### src/rtl/prog_loader.sv
// -----------------------------------------------------------------------------
// prog_loader
//
// Loads a program into the 16-bit instruction memory from a byte stream.
// Bytes arrive high byte first over a valid/ready handshake. Every pair of
// bytes becomes one instruction word, written to consecutive word addresses
// starting at base_addr. Addresses wrap modulo 2^ADDR_W.
//
// Parameters
//   ADDR_W       instruction memory address width
//   TIMEOUT      number of stall cycles allowed while waiting for a byte
//                before the session aborts; 0 disables the timeout
//
// Ports
//   clk          clock; all state changes happen on the rising edge
//   rst_n        asynchronous active-low reset
//   start        begins a session; sampled only while idle
//   base_addr    first word address, latched on start
//   word_count   number of words to load, latched on start; 0 means 2^ADDR_W
//   byte_in      stream byte
//   byte_valid   byte_in is valid; the source holds it until it is accepted
//   byte_ready   the loader accepts a byte this cycle
//   imem_wr      instruction memory write strobe, one cycle per word
//   imem_addr    write address; holds the current word address at all times
//   imem_data    write data, {high byte, low byte}
//   busy         a session is active; the core stays stalled while it is high
//   done         one-cycle pulse after the last word has been written
//   timeout_err  sticky abort flag; cleared by the next accepted start
//   checksum     modulo-256 sum of all accepted bytes; held until next start
// -----------------------------------------------------------------------------
module prog_loader #(
   parameter int ADDR_W  = 8,
   parameter int TIMEOUT = 16
) (
   input  logic              clk,
   input  logic              rst_n,
   input  logic              start,
   input  logic [ADDR_W-1:0] base_addr,
   input  logic [ADDR_W-1:0] word_count,
   input  logic [7:0]        byte_in,
   input  logic              byte_valid,
   output logic              byte_ready,
   output logic              imem_wr,
   output logic [ADDR_W-1:0] imem_addr,
   output logic [15:0]       imem_data,
   output logic              busy,
   output logic              done,
   output logic              timeout_err,
   output logic [7:0]        checksum
);

   // Wide enough to hold TIMEOUT; at least one bit when the timeout is off.
   localparam int CNT_W = $clog2(TIMEOUT + 2);

   typedef enum logic [2:0] {
      S_IDLE,
      S_HI,
      S_LO,
      S_WR,
      S_DONE
   } state_t;

   state_t            state;
   state_t            state_nx;
   logic [ADDR_W-1:0] addr_q;
   logic [ADDR_W-1:0] remain_q;
   logic [15:0]       data_q;
   logic [CNT_W-1:0]  stall_cnt;
   logic              accept;
   logic              stall_hit;

   assign byte_ready = (state == S_HI) || (state == S_LO);
   assign busy       = (state == S_HI) || (state == S_LO) || (state == S_WR);
   assign accept     = byte_valid && byte_ready;
   assign imem_addr  = addr_q;
   assign imem_data  = data_q;

   // The cycle that would take the stall count to TIMEOUT aborts the session.
   assign stall_hit = (TIMEOUT != 0) && (stall_cnt == CNT_W'(TIMEOUT - 1));

   // NOTE: state and datapath registers use non-blocking assignments so every
   // flop samples the values that were present before the clock edge.
   always_ff @(posedge clk or negedge rst_n) begin
      if (!rst_n) begin
         state <= S_IDLE;
      end else begin
         state <= state_nx;
      end
   end

   // NOTE: every signal driven here gets a default first, so no path through
   // the case statement leaves one unassigned and infers a latch.
   always_comb begin
      state_nx = state;
      imem_wr  = 1'b0;
      done     = 1'b0;
      case (state)
         S_IDLE: begin
            if (start) state_nx = S_HI;
         end
         S_HI: begin
            if (accept)         state_nx = S_LO;
            else if (stall_hit) state_nx = S_IDLE;
         end
         S_LO: begin
            if (accept)         state_nx = S_WR;
            else if (stall_hit) state_nx = S_IDLE;
         end
         S_WR: begin
            imem_wr  = 1'b1;
            // remain_q starts at 0 for a full-memory load; it then wraps on the
            // first decrement and only the final word sees a count of 1.
            state_nx = (remain_q == ADDR_W'(1)) ? S_DONE : S_HI;
         end
         S_DONE: begin
            done     = 1'b1;
            state_nx = S_IDLE;
         end
         default: state_nx = S_IDLE;
      endcase
   end

   always_ff @(posedge clk or negedge rst_n) begin
      if (!rst_n) begin
         addr_q      <= '0;
         remain_q    <= '0;
         data_q      <= '0;
         stall_cnt   <= '0;
         checksum    <= '0;
         timeout_err <= 1'b0;
      end else begin
         case (state)
            S_IDLE: begin
               if (start) begin
                  addr_q      <= base_addr;
                  remain_q    <= word_count;
                  stall_cnt   <= '0;
                  checksum    <= '0;
                  timeout_err <= 1'b0;
               end
            end
            S_HI, S_LO: begin
               if (accept) begin
                  stall_cnt <= '0;
                  checksum  <= checksum + byte_in;
                  if (state == S_HI) data_q[15:8] <= byte_in;
                  else               data_q[7:0]  <= byte_in;
               end else if (stall_hit) begin
                  stall_cnt   <= '0;
                  timeout_err <= 1'b1;
               end else begin
                  stall_cnt <= stall_cnt + CNT_W'(1);
               end
            end
            S_WR: begin
               addr_q   <= addr_q + ADDR_W'(1);
               remain_q <= remain_q - ADDR_W'(1);
            end
            default: ;
         endcase
      end
   end

endmodule
### config.mk
export PLATFORM = sky130hd
export DESIGN_NAME = prog_loader
export DESIGN_NICKNAME = d
export VERILOG_FILES = /design/src/rtl/prog_loader.sv
export SDC_FILE = /design/constraint.sdc
export NUM_CORES = 1
export LEC_CHECK = 0
export ABC_CLOCK_PERIOD_IN_PS = 2950
export CORE_MARGIN = 2
export CORE_UTILIZATION = 55
export CTS_BUF_LIST = sky130_fd_sc_hd__clkbuf_8
export DETAILED_ROUTE_END_ITERATION = 12
export PLACE_DENSITY = 0.95
export SKIP_CTS_REPAIR_TIMING = 1
export SLEW_MARGIN = 20
export SYNTH_ARGS = -nofsm -noshare
export SYNTH_HDL_FRONTEND = slang
export SYNTH_SLANG_ARGS = --single-unit
### constraint.sdc
create_clock -name clk -period 2.95 [get_ports clk]
set_clock_uncertainty 0.15 [all_clocks]
set_input_delay 0.59 -clock clk [delete_from_list [all_inputs] [get_ports clk]]
set_output_delay 0.59 -clock clk [all_outputs]
set_load 0.01 [all_outputs]
==> results of run 1 <==
-- state kept, by name, summed over array words and instances (netlist names) --
signal       cells
imem_data       16
remain_q         8
checksum         8
stall_cnt        5
state            3
timeout_err      1
imem_addr        8
-- power by group through the flow --
stage               combinational (mW)  sequential (mW)  clock (mW)
floorplan                         1.04             1.27           0
global placement                  1.80             1.23           0
finish                            1.87             1.23       0.399
detailed placement                1.87             1.24           0
global route                      2.05             1.28       0.435
CTS                               1.88             1.23       0.405
-- logic make-up (layout without fill, tap and decap cells) --
kind of cell	count (synthesis)	count (layout)	synth area share
flip-flops	49	49	0.477
AO/OA/AOI/OAI	64	64	0.166
adder cells (fa/ha/maj)	12	12	0.0613
multiplexers	18	18	0.0779
AND/OR/NAND/NOR	82	82	0.157
XOR/XNOR	5	5	0.0200
buffers and inverters	24	89	0.0409
-- critical path: cells and delay by family (launching register included) --
kind | cells | cell delay [ns]
buffers and inverters | 2 | 0.64
DFF | 1 | 0.53
and+or+nand+nor | 2 | 0.52
-- placed cells by master, fill, tap and decap left out, drive strengths merged, types with 2 or more instances in the layout --
master         instances
clkdlybuf4s50         63
dfrtp                 49
nor2                  24
a21oi                 19
o21ai                 18
nand2                 17
mux2                  16
nand3                 15
ha                    11
inv                   10
buf                    8
nor3                   5
o221a                  5
clkbuf                 5
a311oi                 4
xnor2                  4
a21o                   3
nand4                  3
nor4                   3
a211oi                 3
or2                    2
and2                   2
nor4bb                 2
and3                   2
a32o                   2
mux2i                  2
a22o                   2
nor3b                  2
o22ai                  2
a221o                  2
clkinv                 2
-- cell type report --
class / instances / share of cell area
multi-input combinational: 181 / 0.373
sequential: 49 / 0.365
timing repair buffer: 71 / 0.205
clock buffer: 5 / 0.0205
tap: 52 / 0.0194
inverter: 10 / 0.0112
clock inverter: 3 / 0.00633
-- layer usage --
metal / global-route usage / wire length (um) / vias to the layer above
met5: 0 / 0 / -
met4: 0.0482 / 42 / 0
met3: 0.0403 / 349 / 5
met2: 0.397 / 2850 / 82
met1: 0.327 / 2510 / 1073
li1: - / - / 1059
-- through the flow --
step	hold WS [ns]	power, mW
global route	0.271	3.77
floorplan	0.144	2.31
finish	0.208	3.50
global placement	0.310	3.03
CTS	0.232	3.51
detailed placement	0.338	3.11
-- path summary, 6_finish.rpt --
check	start	to	slack, ns	depth (start not counted)
min reg2reg	checksum[7]	checksum[7]	0.34	1
max	state[1]	imem_wr	0.21	4
max in group asynchronous	rst_n	imem_addr[6]	2.03	2
min in group clk	checksum[7]	checksum[7]	0.34	1
max reg2reg	state[2]	imem_addr[4]	0.70	6
min	rst_n	imem_data[6]	0.21	2
==> flow_summary_export.csv, run 1 <==
group,metric,value,unit
critical_path,cp.required,2.21,ns
global_routing,antenna_found_initial,0,
clock_tree,cts_buffer_depth,2,
sta,setup_tns,0,ns
clock_tree,cts_tree,"done",
synthesis,netlist_area,2570,um2
clock_tree,clkSinkCount,49,
critical_path,critical_path.max_stage_delay,0.54,ns
power,power_density,1040,nW/um2
synthesis,ys.flop_type,"dfrtp_1",
die,die_area,5240,um2
clock_tree,htree_num_levels,2,
synthesis,syn_inst,254,
sta,layout_min_cycle_time,2.74,ns
synthesis,synth_common_cells,"49 x dfrtp_1, 24 x nor2_1, 19 x a21oi_1",
sta,worst_pin_slew,0.649,ns
power,comb_power_share,0.534,
clock_tree,cts_buffers,5,
power,swShare,0.390,
global_routing,grt_pass1_vias,2086,
sta,setup_viol,0,
power,peakVddDrop,0.521,mV
placed_design,dp_hpwl,4280,um
critical_path,worstPathCellList,"nand2_1 > or2_2 > clkinv_1 > clkdlybuf4s50_1",
synthesis,syn_nets,294,
global_routing,grt_pass1_wl,9720,um
synthesis,synth-seq-cells,49,
critical_path,cp_max_fo,13,
layout,antenna_cells,0,
drt,drc_errors,0,
flow_run,drv_cap,0,
drt,wl,5750,um
power,clkPwrFrac,0.114,
sta,timing.final.crit_share,0.927,
sta,max_freq,366,MHz
layout,fill_cells,305,
die,start_util,0.582,
clock_tree,clk_latency,0.31,ns
synthesis,ys_async_sr_fraction,1.00,
die,coreArea,4410,um2
die,rows,24,
synthesis,synth_edf_count,0,
placed_design,portBuffers,64,
layout,final_nets,358,
layout,drive_gt1_frac,0.135,
synthesis,yosysMostFrequentCell,"dfrtp_1",
drt,antenna_left,0,
global_routing,grt_start_max_net_pins,50,
placed_design,dp_cells,363,
outcome,status,"finished clean",
placed_design,place_worst_setup_slack,0.216,ns
synthesis,syn-mean-instance-area,10.1,um2
drt,wl_per_cell,15.5,um
global_routing,grt_use_total,0.237,
critical_path,critPathLaunchType,"flip-flop",
critical_path,critical_path_class,"flip-flop to output port",
drt,routed_via_density,5.98,
critical_path,critPathSlowestCell,"clkdlybuf4s50_1",
layout,final_util,0.761,
global_routing,overflow,0,
synthesis,ys_warn_count,0,
die,die_height,72.4,um
critical_path,worstPathArrival,2.00,ns
drt,drt_iter0_markers,182,
synthesis,yosysSeqAreaShare,0.477,
synthesis,synth.distinct_cells,45,
synthesis,synth_largest_area_cell,"dfrtp_1",
layout,multi_input_area,1250,um2
drt,drt_pass1_iterations,4,
drt,num_vias,2219,
clock_tree,cts_root_buffer,"clkbuf_8",
power,cellLeakagePower,1.45,nW
die,fp.dieW,72.4,um
placed_design,postPlaceCellArea,3270,um2
sta,max_slew_margin,0.564,
hold_path,hold_path_class,"input port to async pin",
sta,rsz0062_at_grt,"false",
layout,final_cell_area,3360,um2
layout,fin_cells,371,
sta,final-hold-violation-count,0,
clock_tree,clk_pin_slew_worst_paths,0.10,ns
placed_design,gp_congestion,0.851,
sta,maxSlewViolCount,0,
die,ios,65,
power,p_seq_frac,0.352,
power,switching_power,1.37,mW
layout,regArea,1230,um2
synthesis,synth_top_area_share,0.477,
sta,setup_ws,0.215,ns
power,internal_power,2.14,mW
layout,syn2layout_area_growth,30.7,%
critical_path,end_kind,"output port",
synthesis,synthTopCellsByArea,"dfrtp_1 48%, mux2_2 7.0%, ha_1 5.4%",
(Power assumes the default switching activity.)
==> inputs of run 2 (changes only) <==
--- a/config.mk
+++ b/config.mk
@@ -9,6 +9,7 @@
 export CORE_MARGIN = 2
 export CORE_UTILIZATION = 55
 export CTS_BUF_LIST = sky130_fd_sc_hd__clkbuf_8
+export CTS_CLUSTER_SIZE = 28
 export DETAILED_ROUTE_END_ITERATION = 12
 export PLACE_DENSITY = 0.95
 export SKIP_CTS_REPAIR_TIMING = 1
==> results of run 2 <==
The final DEF is identical to that of run 1; final timing and power are the same.
